==> src/rtl/inst_fifo.sv <==
// Dual-issue instruction buffer: up to two pushes and two pops per cycle, with flush.
// The decoders see the two oldest entries as combinational reads at head and head+1.
module inst_fifo #(
    parameter int DEPTH  = 16,
    parameter int ADDR_W = $clog2(DEPTH)
) (
    input  logic              clk,
    input  logic              rst,
    input  logic              flush,
    input  logic              push_en0,
    input  logic [31:0]       push_inst0,
    input  logic [31:0]       push_pc0,
    input  logic              push_en1,
    input  logic [31:0]       push_inst1,
    input  logic [31:0]       push_pc1,
    input  logic              pop_master,
    input  logic              pop_slave,
    output logic              master_valid,
    output logic [31:0]       master_inst,
    output logic [31:0]       master_pc,
    output logic              slave_valid,
    output logic [31:0]       slave_inst,
    output logic [31:0]       slave_pc,
    output logic              empty,
    output logic              almost_full,
    output logic [ADDR_W:0]   count
);

    localparam logic [ADDR_W:0] CAP = (ADDR_W+1)'(DEPTH);

    logic [31:0]       inst_mem [DEPTH];
    logic [31:0]       pc_mem   [DEPTH];

    logic [ADDR_W-1:0] head_q, head_d, tail_q, tail_d;
    logic [ADDR_W:0]   count_q, count_d;

    logic [1:0]        npush, npop, npush_acc;
    logic [ADDR_W:0]   free;
    logic              push_ok;
    logic [ADDR_W-1:0] head_p1, tail_p1, wr1_addr;
    logic              wr0, wr1;

    assign head_p1 = head_q + ADDR_W'(1);
    assign tail_p1 = tail_q + ADDR_W'(1);

    // Admission uses occupancy at the start of the cycle; same-cycle pops never make room.
    always_comb begin
        npush     = {1'b0, push_en0} + {1'b0, push_en1};
        free      = CAP - count_q;
        push_ok   = (ADDR_W+1)'(npush) <= free;
        npush_acc = push_ok ? npush : 2'd0;

        npop = 2'd0;
        if (pop_master && master_valid) begin
            npop = 2'd1;
            if (pop_slave && slave_valid) npop = 2'd2;
        end

        head_d  = head_q + ADDR_W'(npop);
        tail_d  = tail_q + ADDR_W'(npush_acc);
        count_d = count_q + (ADDR_W+1)'(npush_acc) - (ADDR_W+1)'(npop);
        if (flush) begin
            head_d  = '0;
            tail_d  = '0;
            count_d = '0;
        end
    end

    assign wr0      = push_ok && !flush && push_en0;
    assign wr1      = push_ok && !flush && push_en1;
    assign wr1_addr = push_en0 ? tail_p1 : tail_q;

    always_ff @(posedge clk) begin
        if (rst) begin
            head_q  <= '0;
            tail_q  <= '0;
            count_q <= '0;
        end else begin
            head_q  <= head_d;
            tail_q  <= tail_d;
            count_q <= count_d;
        end
    end

    // NOTE: entry storage has no reset; count qualifies every read, so stale data is never visible.
    always_ff @(posedge clk) begin
        if (wr0) begin
            inst_mem[tail_q] <= push_inst0;
            pc_mem[tail_q]   <= push_pc0;
        end
        if (wr1) begin
            inst_mem[wr1_addr] <= push_inst1;
            pc_mem[wr1_addr]   <= push_pc1;
        end
    end

    always_comb begin
        master_valid = count_q != '0;
        slave_valid  = count_q >= (ADDR_W+1)'(2);
        master_inst  = master_valid ? inst_mem[head_q]  : 32'h0;
        master_pc    = master_valid ? pc_mem[head_q]    : 32'h0;
        slave_inst   = slave_valid  ? inst_mem[head_p1] : 32'h0;
        slave_pc     = slave_valid  ? pc_mem[head_p1]   : 32'h0;
        empty        = count_q == '0;
        almost_full  = free < (ADDR_W+1)'(2);
        count        = count_q;
    end

endmodule
==> config.mk <==
export PLATFORM = sky130hd
export DESIGN_NAME = inst_fifo
export DESIGN_NICKNAME = d
export VERILOG_FILES = /design/src/rtl/inst_fifo.sv
export SDC_FILE = /design/constraint.sdc
export NUM_CORES = 2
export LEC_CHECK = 0
export CORE_MARGIN = 8
export CORE_UTILIZATION = 45
export DETAILED_ROUTE_END_ITERATION = 8
export PLACE_DENSITY = 0.71
export SYNTH_ARGS = -nofsm -noshare
export SYNTH_HDL_FRONTEND = slang
export SYNTH_SLANG_ARGS = --single-unit
==> constraint.sdc <==
create_clock -name clk -period 8.3 [get_ports clk]
set_clock_uncertainty 0.05 [all_clocks]
set_input_delay 2.49 -clock clk [delete_from_list [all_inputs] [get_ports clk]]
set_output_delay 2.49 -clock clk [all_outputs]
set_load 0.1 [all_outputs]
# --- Word level (Yosys, flattened, before mapping) ---
# Memories as Yosys holds them, arrays and structs flattened. A register that Yosys moved wholly into a read port is not among the register bits.
# Cells that the tools add are included.
word_totals:
  n_memories: 2
  register_bits: 13
  input_bits: 135
  mem_bits_rw: 1024
op_classes:
  n_reduce_logical: 9
  n_addsub: 8
  order_cmp: 3
  mux: 14
mem_list:
  columns: ["memory", "words", "word_bits", "read_ports", "rd_clocked_by_memory_dff", "wr", "line", "rtl"]
  rows:
  - ["inst_mem", 16, 32, 2, 1, 2, "31", "logic [31:0] inst_mem [DEPTH];"]
  - ["pc_mem", 16, 32, 2, 1, 2, "32", "logic [31:0] pc_mem [DEPTH];"]
ops:
  columns: ["operator", "n"]
  rows:
  - ["32-bit two-way mux", 4]
  - ["4-bit two-way mux", 3]
  - ["4-bit by 1-bit adder with 4-bit output, second input constant", 2]
  - ["4-bit by 2-bit adder with 4-bit output", 2]
  - ["2-bit two-way mux", 3]
  - ["5-bit by 2-bit adder with 5-bit output", 1]
  - ["5-bit by 2-bit greater-or-equal comparator with 1-bit output, second input constant", 1]
  - ["2-bit by 5-bit <= comparator with 1-bit output", 1]
  - ["1-bit logical AND", 5]
  - ["5-bit logical NOT", 1]
  - ["5-bit by 2-bit < comparator with 1-bit output, second input constant", 1]
  - ["5-bit nonzero test", 1]
  - ["5-bit by 2-bit subtractor with 5-bit output", 1]
  - ["5-bit subtractor, first input constant", 1]
  - ["1-bit two-way mux", 4]
  - ["1-bit by 1-bit adder with 2-bit output", 1]
  - ["2-bit OR reduction", 1]
  - ["1-bit logical NOT", 1]

# --- Longest topological paths before layout ---
logic_depth:
  word_depth: 6
  ltp_mapped: 19
  depth_no_buf: 18

# --- Worst setup path before layout ---
# Ideal clock, no wire load.
synth_path:
  path_type: "register to output"
  from: "register count_q[1], in the netlist count[1]"
  to: "output slave_inst[10]"
  path_stages_with_launch: 7
  setup_slack_ns: 0.516
  arrival_time_ns: 5.244
  cell_sequence: "dfxtp_1 -> ha_1 -> nand2_1 -> o211ai_1 -> nand2_1 -> clkbuf_1 -> o22ai_1"
synth_via:
  elab_chain_len: 2
synth_rtl:
  columns: ["item", "line", "rtl"]
  rows:
  - ["from (decl)", "35", "logic [ADDR_W:0] count_q, count_d;"]
  - ["from (signal assigned)", "81", "count_q <= count_d;"]
  - ["5-bit by 2-bit greater-or-equal comparator with 1-bit output", "99", "slave_valid = count_q >= (ADDR_W+1)'(2);"]
  - ["net slave_valid", "21", "output logic slave_valid,"]
  - ["32-bit two-way mux", "102", "slave_inst = slave_valid ? inst_mem[head_p1] : 32'h0;"]
  - ["to (decl)", "22", "output logic [31:0] slave_inst,"]
# The timed path passes the listed nets, and every way through them passes these cells.

# --- Worst setup path in the final report ---
layout_path:
  from: "register count_q[3], in the netlist count[3]"
  to: "output slave_pc[6]"
layout_via:
  elab_chain_len: 2
layout_rtl:
  columns: ["item", "line", "rtl"]
  rows:
  - ["5-bit by 2-bit greater-or-equal comparator with 1-bit output", "99", null]
  - ["32-bit two-way mux", "103", "slave_pc = slave_valid ? pc_mem[head_p1] : 32'h0;"]
  - ["to (decl)", "23", "output logic [31:0] slave_pc,"]
# No other way between the ends.

==> summary.txt <==
Synth
  – Post-synthesis area per instance: about 15 sq um
  – Area of the mapped netlist: around 0.06 sq mm
  – Sequential share of the synthesized area: 51.7%
  – Syn Nets: about 4,300
  – Distinct cells, synth: 53
  – Cells after synthesis: between 4,000 and 5,000
  – Most instantiated flip-flop cell in the synthesis netlist: sky130_fd_sc_hd__edfxtp_1
  – Fraction of synthesized cell area taken by the top area cell type: 51.3%
  – Most used standard cells in the synthesized netlist: 1,024 x sky130_fd_sc_hd__edfxtp_1, 1,024 x sky130_fd_sc_hd__o2bb2ai_1, 462 x sky130_fd_sc_hd__mux4_2, 333 x sky130_fd_sc_hd__nand2_1, 289 x sky130_fd_sc_hd__buf_2
  – Number of flip-flops and latches in the synthesized netlist: approximately 1,000
  – EDFF count, synth: 1,024
  – Share of synthesized registers carrying an async set or reset: 0%
  – Cell taking the most area after synthesis: sky130_fd_sc_hd__edfxtp_1
  – Count of warnings emitted by yosys: 0
  – Cells taking the most area after synthesis: sky130_fd_sc_hd__edfxtp_1 51%, sky130_fd_sc_hd__mux4_2 17%, sky130_fd_sc_hd__o2bb2ai_1 15%

Global routing
  – Number of global-route vias before repair: 44,700
  – Gr ovfl total: 0
  – Wire length of the first global-routing pass: ~320 mm
  – Total track usage: a little under a third
  – Maximum number of pins on one net before global-route repair: about 150
  – Antenna violations before repair: 25

Timing
  – Final hold violation count: 0
  – Share of the cycle needed by the critical path after routing: about 99%
  – Highest Clock Rate: 122 MHz
  – Setup repair after global routing missed its margin: false
  – Rel. slew slack: about 12%
  – Post-layout min period: slightly above 8 ns
  – Count of pins over their slew limit: 0
  – Setup violators final: 0
  – Setup Total Neg Slack: 0 ns
  – Worst Max-Slew Pin Slew: approximately 1.3 ns

Route
  – Via count: around 45,000
  – Detailed-route vias per instance: roughly 7.6
  – Drt wl/cell: ~38 um
  – Wirelength, routed: between 200 and 250 mm
  – DRC: 0
  – First-pass detailed-route iteration total: 6
  – Drt first-iter violations: just under 8,000
  – Final ANT Viol Nets: 0

Clocking
  – CTS-repair resized insts: 0
  – H-tree levels: 3
  – Post-CTS repair timing setup buffer count: 0
  – TritonCTS clock tree: built
  – Root buffer cell: sky130_fd_sc_hd__clkbuf_16
  – Number of clock buffers inserted by TritonCTS: between 100 and 150
  – Hold_buf cts: 0
  – Clock slew at the register clock pins of the worst setup and hold paths: ~0.060 ns
  – Maximum count of clock buffers along a single path: 3
  – Source-to-sink clock delay at the later pin of the worst-skew pair: roughly 0.74 ns
  – Clock sink count: between 1,000 and 1,500

Die
  – Area of the die: around 0.15 sq mm
  – Floorplan core area: 0.133 sq mm
  – Vertical die dimension: ~380 um
  – Row cnt: about 130
  – Chip Width: 381 um
  – Ports placed on the boundary: 272
  – Starting utilization of the core area: about 45%

Worst setup path
  – Timing startpoint of the critical path: count[3]$_SDFF_PP0_
  – Sum of buffers and inverters on the critical path: 3
  – Nature of the critical path startpoint: register
  – Max stage delay cell, worst path: sky130_fd_sc_hd__clkdlybuf4s50_1
  – Biggest cell delay along the critical path: between 1 and 1.5 ns
  – Kind of critical path: reg -> out
  – Minimum setup slack among reg-to-reg paths: 3.77 ns
  – Family with the most delay on the worst path: buffers and inverters
  – R2r startpoint: tail_q[0]$_SDFF_PP0_
  – Crit path DAT: roughly 5.6 ns
  – Largest fanout on the critical path: 36
  – Cells traversed along the worst timing path: inv_1, ha_1, nand2_1, o211ai_1, nand2_4, buf_4, o22ai_1, clkdlybuf4s50_1
  – Worst endpoint required time: approximately 5.8 ns
  – Critical Path End Type: output port

Status
  – Run status: finished, final reports clean

Hold path
  – Hold WC Path Type: reg -> reg
  – Start point of the worst hold path: head_q[3]$_SDFF_PP0_

Power and ir drop
  – Leakage component of the power: between 15 and 20 nW
  – Part of the power in registers: around 28%
  – Internal power of the cells: ~11 mW
  – Worst ir drop on vdd: between 300 and 400 uV
  – Pwr dens: approximately 320 mW/mm^2
  – Combinational fraction of design power: roughly 50%
  – Net Sw Frac: approximately half
  – Proportion of power drawn by the clock network: 21.8%
  – Switching power: around 10 mW
  – Total power: roughly 22 mW

Final layout
  – Post-synthesis to final-layout area growth: 12.2%
  – Net count reported at finish: approximately 4,300
  – Fraction of final layout cells sized beyond drive strength 1: between 20% and 30%
  – Fill cell count: ~11,000

Place
  – Detailed placement HPWL: around 130 mm
  – Count of buffers inserted at the top-level ports: between 200 and 300
  – Routability Congestion: roughly 0.85

Flow run
  – Maximum capacitance violations: 0
[routing by layer]
metal	vias to the layer above	track usage, %	wire length [um]
li1	17400	-	-
met1	22700	38.7	76800
met2	4257	45.6	102000
met3	788	9.89	36000
met4	14	15.4	13000
met5	-	0	84
[path summary, 6_finish.rpt]
| check | end | cells past startpoint |
|---|---|---|
| setup / recovery | slave_pc[6] | 8 |
| setup reg to reg | pc_mem[9][9]$_DFFE_PP_ | 9 |
| hold / removal | head_q[3]$_SDFF_PP0_ | 2 |
| hold reg to reg | head_q[3]$_SDFF_PP0_ | 2 |
[registers in the layout, summed over array words and instances (netlist names)]
register / flops
head_q: 4
tail_q: 4
pc_mem: 512
count: 5
inst_mem: 512
[power by group through the flow]
stage | combinational [mW] | clock (mW) | sequential, mW
after CTS | 10.7 | 4.74 | 6.15
after global routing | 11.1 | 4.92 | 6.17
after global placement | 10.6 | 0 | 6.24
final | 10.8 | 4.75 | 6.15
after detailed placement | 10.7 | 0 | 6.26
after floorplan | 7.53 | 0 | 6.29
[placed cells by master (no fill, tap or decap), types with 8 or more instances in the layout]
master	netlist	routed
sky130_fd_sc_hd__and2_1	8	8
sky130_fd_sc_hd__o22ai_1	86	86
sky130_fd_sc_hd__nor2_1	41	19
sky130_fd_sc_hd__edfxtp_1	1024	1024
sky130_fd_sc_hd__clkbuf_16	0	110
sky130_fd_sc_hd__nand2_1	333	328
sky130_fd_sc_hd__diode_2	0	17
sky130_fd_sc_hd__mux2i_1	206	206
sky130_fd_sc_hd__nand3_1	9	9
sky130_fd_sc_hd__a21oi_1	19	19
sky130_fd_sc_hd__nor2_4	2	22
sky130_fd_sc_hd__nor2b_1	17	17
sky130_fd_sc_hd__inv_1	21	20
sky130_fd_sc_hd__mux2_2	32	32
sky130_fd_sc_hd__a22oi_1	95	95
sky130_fd_sc_hd__buf_12	0	26
sky130_fd_sc_hd__clkdlybuf4s50_1	0	200
sky130_fd_sc_hd__a211oi_1	12	12
sky130_fd_sc_hd__ha_1	23	22
sky130_fd_sc_hd__clkbuf_1	166	21
sky130_fd_sc_hd__o21ai_0	60	60
sky130_fd_sc_hd__dfxtp_1	13	10
sky130_fd_sc_hd__nand2_2	10	10
sky130_fd_sc_hd__nand3_4	6	16
sky130_fd_sc_hd__buf_4	11	179
sky130_fd_sc_hd__mux4_2	462	462
sky130_fd_sc_hd__o2bb2ai_1	1024	1024
sky130_fd_sc_hd__clkinv_1	0	26
sky130_fd_sc_hd__clkinv_2	0	28
sky130_fd_sc_hd__a32oi_1	22	22
[cells by family (layout without fill, tap and decap cells)]
kind of cell / count (synthesis) / count (layout) / share of synthesized area (%)
AO/OA/AOI/OAI: 1332 / 1332 / 18.5
multiplexers: 700 / 700 / 21.4
XOR/XNOR: 8 / 8 / 0.117
adder cells (fa/ha/maj): 27 / 27 / 0.614
buffers and inverters: 577 / 630 / 4.35
flip-flops: 1037 / 1037 / 51.7
AND/OR/NAND/NOR: 451 / 451 / 3.32
other: 0 / 17 / 0
[metrics by stage]
stage / setup slack [ns] / cell area, sq um / util, % / cells / hold slack (ns)
floorplan: 0.516 / 59900 / - / 4132 / 0.525
global placement: 1.04 / 63800 / 48.1 / 5751 / 0.594
detailed placement: 0.992 / 63800 / 48.1 / 5751 / 0.590
CTS: 0.187 / 67200 / 50.6 / 5953 / 0.608
global route: 0.100 / 67200 / 50.6 / 5962 / 0.641
finish: 0.122 / 67200 / 50.6 / 5970 / 0.617
[layout make-up]
cell class / count / area [sq um] / share of cell area, %
Clock inverter: 71 / 526 / 0.782
Multi-Input combinational cell: 2518 / 26600 / 39.6
Tap cell: 1768 / 2210 / 3.29
Inverter: 23 / 86.3 / 0.128
Clock buffer: 131 / 2830 / 4.21
Antenna cell: 17 / 42.5 / 0.0633
Sequential cell: 1037 / 31000 / 46.1
Timing Repair Buffer: 405 / 3870 / 5.75
[worst min-delay path, cell delays in order, from the launching register on]
cell                      delay (ns)
sky130_fd_sc_hd__dfxtp_1        0.39
sky130_fd_sc_hd__xnor2_1        0.19
sky130_fd_sc_hd__nor2_1         0.04
No activity file was read; power rests on OpenSTA's default activity.
